<file path="config.mk">
export PLATFORM = sky130hd
export DESIGN_NAME = step_pulse_counter
export DESIGN_NICKNAME = d
export VERILOG_FILES = /design/src/rtl/step_pulse_counter.sv
export SDC_FILE = /design/constraint.sdc
export NUM_CORES = 1
export LEC_CHECK = 0
export CAP_MARGIN = 20
export CELL_PAD_IN_SITES_DETAIL_PLACEMENT = 0
export CELL_PAD_IN_SITES_GLOBAL_PLACEMENT = 1
export CORE_ASPECT_RATIO = 1.2
export CORE_MARGIN = 2
export CORE_UTILIZATION = 47
export DETAILED_ROUTE_END_ITERATION = 10
export HOLD_SLACK_MARGIN = 0.05
export MAX_ROUTING_LAYER = met4
export PLACE_DENSITY = 0.8
export SLEW_MARGIN = 5
export SYNTH_ARGS = -nofsm -noshare
export SYNTH_HDL_FRONTEND = slang
export SYNTH_SLANG_ARGS = --single-unit
</file>
<file path="constraint.sdc">
create_clock -name clk -period 4.7 [get_ports clk]
set_input_delay 0.94 -clock clk [delete_from_list [all_inputs] [get_ports clk]]
set_output_delay 0.94 -clock clk [all_outputs]
set_load 0.01 [all_outputs]
</file>
<file path="src/rtl/step_pulse_counter.sv">
`default_nettype none
// ============================================================================
// Module   : step_pulse_counter
// Brief    : Qualifies step pulses on a step/dir bus, accumulates them signed
//            by dir with saturation, and snapshots the count on an RD strobe.
// Revision : 1.0 - initial release
// ============================================================================
module step_pulse_counter #(
    parameter int SYNC_STAGES = 2,
    parameter int MIN_HIGH    = 100,
    parameter int CNT_MAX     = 127
) (
    input  logic       clk,
    input  logic       rst,
    input  logic       step,
    input  logic       dir,
    input  logic       RD,
    output logic [7:0] N,
    output logic       ovf,
    output logic       busy
);

    localparam logic [1:0]        c_ST_IDLE     = 2'd0;
    localparam logic [1:0]        c_ST_COUNTING = 2'd1;
    localparam logic [1:0]        c_ST_HELD     = 2'd2;
    localparam logic [8:0]        c_QUAL_AT     = 9'(MIN_HIGH - 1);
    localparam logic signed [8:0] c_POS_MAX     = 9'(CNT_MAX);
    localparam logic signed [8:0] c_NEG_MAX     = -c_POS_MAX;
    localparam logic [1:0]        c_FILL        = 2'(SYNC_STAGES);

    logic [SYNC_STAGES-1:0] r_step_sync;
    logic [SYNC_STAGES-1:0] r_dir_sync;
    logic [SYNC_STAGES-1:0] r_rd_sync;
    logic                   r_prev_rd;
    logic [1:0]             r_fill_cnt;
    logic                   r_hold_off;
    logic [1:0]             r_state;
    logic [8:0]             r_cnt;
    logic signed [8:0]      r_acc;
    logic                   r_sat;

    logic                   w_step_s;
    logic                   w_dir_s;
    logic                   w_rd_s;
    logic                   w_rd_evt;
    logic [1:0]             w_state_nxt;
    logic [8:0]             w_cnt_nxt;
    logic                   w_qual;
    logic signed [8:0]      w_acc_nxt;
    logic                   w_sat_hit;
    logic signed [8:0]      w_acc_unit;
    logic                   w_neg;
    logic [6:0]             w_mag;

    assign w_step_s = r_step_sync[SYNC_STAGES-1];
    assign w_dir_s  = r_dir_sync[SYNC_STAGES-1];
    assign w_rd_s   = r_rd_sync[SYNC_STAGES-1];
    assign w_rd_evt = r_prev_rd & ~w_rd_s;

    always_ff @(posedge clk) begin
        if (rst) begin
            r_step_sync <= '0;
            r_dir_sync  <= '0;
            r_rd_sync   <= '1;
            r_prev_rd   <= 1'b1;
        end else begin
            r_step_sync <= {r_step_sync[SYNC_STAGES-2:0], step};
            r_dir_sync  <= {r_dir_sync[SYNC_STAGES-2:0], dir};
            r_rd_sync   <= {r_rd_sync[SYNC_STAGES-2:0], RD};
            r_prev_rd   <= w_rd_s;
        end
    end

    // The step chain holds reset zeros for SYNC_STAGES cycles after rst; a
    // genuine low must be seen after that before a rising step may qualify,
    // so a step already high across reset is never counted.
    always_ff @(posedge clk) begin
        if (rst) begin
            r_fill_cnt <= c_FILL;
            r_hold_off <= 1'b1;
        end else begin
            if (r_fill_cnt != 2'd0) begin
                r_fill_cnt <= r_fill_cnt - 2'd1;
            end else if (!w_step_s) begin
                r_hold_off <= 1'b0;
            end
        end
    end

    always_comb begin
        w_state_nxt = r_state;
        w_cnt_nxt   = r_cnt;
        w_qual      = 1'b0;
        case (r_state)
            c_ST_IDLE: begin
                w_cnt_nxt = 9'd0;
                if (w_step_s && !r_hold_off) begin
                    w_state_nxt = c_ST_COUNTING;
                    w_cnt_nxt   = 9'd1;
                end
            end
            c_ST_COUNTING: begin
                if (!w_step_s) begin
                    w_state_nxt = c_ST_IDLE;
                    w_cnt_nxt   = 9'd0;
                end else if (r_cnt == c_QUAL_AT) begin
                    w_qual      = 1'b1;
                    w_state_nxt = c_ST_HELD;
                    w_cnt_nxt   = 9'd0;
                end else begin
                    w_cnt_nxt = r_cnt + 9'd1;
                end
            end
            c_ST_HELD: begin
                w_cnt_nxt = 9'd0;
                if (!w_step_s) begin
                    w_state_nxt = c_ST_IDLE;
                end
            end
            default: begin
                w_state_nxt = c_ST_IDLE;
                w_cnt_nxt   = 9'd0;
            end
        endcase
    end

    always_comb begin
        w_acc_unit = w_dir_s ? -9'sd1 : 9'sd1;
        w_acc_nxt  = r_acc;
        w_sat_hit  = 1'b0;
        if (w_qual) begin
            if (!w_dir_s) begin
                if (r_acc >= c_POS_MAX) begin
                    w_acc_nxt = c_POS_MAX;
                    w_sat_hit = 1'b1;
                end else begin
                    w_acc_nxt = r_acc + 9'sd1;
                end
            end else begin
                if (r_acc <= c_NEG_MAX) begin
                    w_acc_nxt = c_NEG_MAX;
                    w_sat_hit = 1'b1;
                end else begin
                    w_acc_nxt = r_acc - 9'sd1;
                end
            end
        end
    end

    assign w_neg = r_acc[8];
    assign w_mag = w_neg ? 7'(-r_acc) : r_acc[6:0];

    always_ff @(posedge clk) begin
        if (rst) begin
            r_state <= c_ST_IDLE;
            r_cnt   <= 9'd0;
            busy    <= 1'b0;
        end else begin
            r_state <= w_state_nxt;
            r_cnt   <= w_cnt_nxt;
            busy    <= (w_state_nxt == c_ST_COUNTING);
        end
    end

    // A read closes the window on the pre-qual value; a concurrent qual
    // opens the next window with its own +/-1.
    always_ff @(posedge clk) begin
        if (rst) begin
            r_acc <= 9'sd0;
            r_sat <= 1'b0;
            N     <= 8'h00;
            ovf   <= 1'b0;
        end else if (w_rd_evt) begin
            N     <= {w_neg, w_mag};
            ovf   <= r_sat;
            r_acc <= w_qual ? w_acc_unit : 9'sd0;
            r_sat <= 1'b0;
        end else begin
            r_acc <= w_acc_nxt;
            r_sat <= r_sat | w_sat_hit;
        end
    end

endmodule
`default_nettype wire
</file>
==> impl_results.md <==
- Yosys top cell area share: 0.3759
- Placed insts: 317
- Residual DRC count: 0
- Total track usage: 0.1972
- HP Class: reg -> reg
- DRT iter0 DRCs: 116
- CTS Root Cell: clkbuf_8
- LEAKAGE: 0.8746 nW
- Hold Worst Slack: 414.4 ps
- Layout cell share with drive strength beyond 1: 0.07895
- I/O Buffers: 14
- Max-Cap Viols: 0
- Largest net degree at the start of global routing: 22
- Final cell count without fillers: 324
- Finish-stage setup viols: 0
- Post-synthesis async set-or-reset flop share: 0
- Crit Reg-Reg Endpoint: r_acc[4]
- Clk_skew: 11.35 ps
- Max FO, Critical Path: 9
- Critical Path AT: 2510 ps
- R2R depth: 5
- WS Path Type: in -> reg
- Seq pwr share: 0.523
- ANT cells: 0
- Design Area, Final: 0.002425 sq mm
- Area growth from synthesis to layout: 11.06%
- CP endpoint kind: register
- DP Wirelength: 3258 um
- Unrepaired setup endpoints after global routing: false
- I/O pin cnt: 15
- Die area: 0.005209 sq mm
- Mapped Area: 0.002183 sq mm
- Dpl cell area: 0.002321 sq mm
- Top FF cell, synth: dfxtp_1
- Site Rows: 27
- CP max-delay cell: nor3b_1
- Slew @ Worst Pin: 708.8 ps
- Power consumption: 713.2 uW
- Max VDD drop: 227.3 uV
- Placement Setup Slack: 2094 ps
- CTS tree: done
- WHS Path Cells: 1
- Inserted Clock Buffers: 5
- Final Hold Vio Count: 0
- Clock sink count: 41
- Routed vias: 1798
- Top post-synthesis cells by area: dfxtp_1 (38%), nor2_1 (5.0%), nand2_1 (4.6%)
- Flops & latches, synth: 41
- Clk buf depth: 2
- Post_cts resized: 0
- CTS clock-pin slew for the worst setup and hold paths: 80 ps
- Cell Pwr Density: 294.1 mW/mm^2
- Crit path time final: 2289 ps
- Fmax: 437.0 MHz
- Psw: 162.4 uW
- Sw frac: 0.2277
- Die height: 78.66 um
- Combinational Power Share: 0.094
- Final #Nets: 276
- H-tree depth: 2
- Drt pass-1 iters: 4
- Syn_area_per_cell: 8.365 sq um
- CORE AREA: 0.004527 sq mm
- Die Wd: 66.22 um
- Worst reg2reg startpoint: r_acc[0]
- Clock group share of total power: 0.383
- Critical Path Max Stage Delay: 590 ps
- Library cells used by synthesis: 60
- Period utilization: 0.4869
- Crit start category: primary input
- Placer Congestion: 0.8552
- Status: finished clean
- Post-synthesis sequential area ratio: 0.3759
- Crit-path cells: clkdlybuf4s50_1, nor3b_1, nand3_1, a21oi_1
- Slew Viols, Final: 0
- Vias in the first global route: 1688
- First-pass GRT wire length: 7831 um
- WL per Instance: 14.23 um
- Post-route ant nets: 0
- Initial Utilization: 0.4823
- DRT Wirelength: 4610 um
- EDFF count, synth: 0
- Cell taking the most area after synthesis: dfxtp_1
- Hold_buf cts: 0
- Max-slew headroom: 0.5268
- P_int: 550.8 uW
- Worst Hold End: r_rd_sync[1]
- Initial antenna violation count: 0
- Post-Synthesis Cells: 261
- Core Util, Final: 0.5357
- Number of post-CTS setup repair buffers: 0
- Congestion Overflow GR: 0
- R2R setup slack: 2580 ps
- Worst-skew pair later-pin latency: 290 ps
- Synth warn: 0
- WP data required: 4920 ps
- Hold path startpoint: r_rd_sync[0]
- Net Count, Synth: 271
- Final WS setup: 2411 ps
- DR vias/cell: 5.549
- TNS Setup: 0 ps
## cells by family (layout without fill, tap and decap cells)
group                    Yosys count  in the layout  synth area share
AO/OA/AOI/OAI                     51             51            0.1673
XOR/XNOR                          15             15           0.06017
adder cells (fa/ha/maj)            5              5           0.02865
buffers and inverters             27             32           0.05673
flip-flops                        41             41            0.3759
multiplexers                       3              3           0.01375
AND/OR/NAND/NOR                  119            119            0.2974
## final cells by class
class / count / area [sq um]
Clock buffer: 5 / 68.82
Clock inverter: 2 / 35.03
Fill cell: 481 / 2102
Inverter: 9 / 33.78
Multi-Input combinational cell: 193 / 1239
Sequential cell: 41 / 820.8
Tap cell: 58 / 72.57
Timing Repair Buffer: 16 / 155.1
## synth_stat cells (2+ instances only)
cell type	number
a211oi_1	7
a21oi_1	9
a31oi_1	4
and2_1	2
and3_1	5
and3b_1	2
buf_2	6
buf_4	2
clkbuf_1	8
dfxtp_1	41
ha_1	5
inv_1	9
mux2i_1	3
nand2_1	27
nand2b_1	3
nand3_1	14
nand4_1	2
nor2_1	29
nor2b_1	10
nor3_1	2
nor3b_1	3
nor4_1	5
o21ai_0	5
o21ai_1	5
o32ai_1	2
or2_2	4
xnor2_1	6
xor2_1	9
## layout by cell type, fill, tap and decap left out, types with 6 or more instances in the layout
| cell | synthesis | routed |
|---|---|---|
| nand3_1 | 14 | 14 |
| nor2_1 | 29 | 29 |
| xnor2_1 | 6 | 6 |
| clkdlybuf4s50_1 | 0 | 14 |
| inv_1 | 9 | 9 |
| xor2_1 | 9 | 9 |
| dfxtp_1 | 41 | 41 |
| a211oi_1 | 7 | 7 |
| a21oi_1 | 9 | 9 |
| nor2b_1 | 10 | 10 |
| nand2_1 | 27 | 27 |
## flip-flops by register name (all words and copies together), names as in the netlist
| signal | cells |
|---|---|
| r_acc | 9 |
| r_cnt | 9 |
| N | 8 |
| r_dir_sync | 2 |
| r_fill_cnt | 2 |
| r_rd_sync | 2 |
| r_state | 2 |
| r_step_sync | 2 |
| busy | 1 |
| ovf | 1 |
| r_hold_off | 1 |
| r_prev_rd | 1 |
| r_sat | 1 |
## power groups by stage
stage          combinational [mW]  sequential (mW)  clock, mW
2_1_floorplan              0.0501            0.378          0
3_3_place_gp               0.0653            0.380          0
3_5_place_dp               0.0678            0.381          0
4_1_cts                    0.0684            0.373      0.280
5_1_grt                    0.0765            0.375      0.294
6_report                   0.0672            0.373      0.273
## how the worst max path moves through the flow
stage	start	endpoint	slack (ps)	cells after the start
after floorplan	rst	r_cnt[7]	2810	4
after global placement	rst	r_cnt[7]	2130	4
after detailed placement	rst	r_cnt[7]	2090	4
after CTS	rst	r_cnt[7]	2410	4
after global routing	rst	r_cnt[7]	2230	4
final	rst	r_cnt[7]	2410	4
## worst max-delay path: cells and delay by family
| family | cells | cell delay, ps |
|---|---|---|
| simple gates | 2 | 850 |
| compound gates | 1 | 160 |
| buf+inv | 1 | 550 |
## per-layer routing
layer / wire length (um) / up-vias / GRT usage
met5: 0 / - / -
met3: 113 / 8 / 0.02722
met2: 2319 / 31 / 0.3240
met1: 2097 / 840 / 0.2404
li1: - / 919 / -
met4: 79 / 0 / 0.08163
No activity file was read; power rests on OpenSTA's default activity.
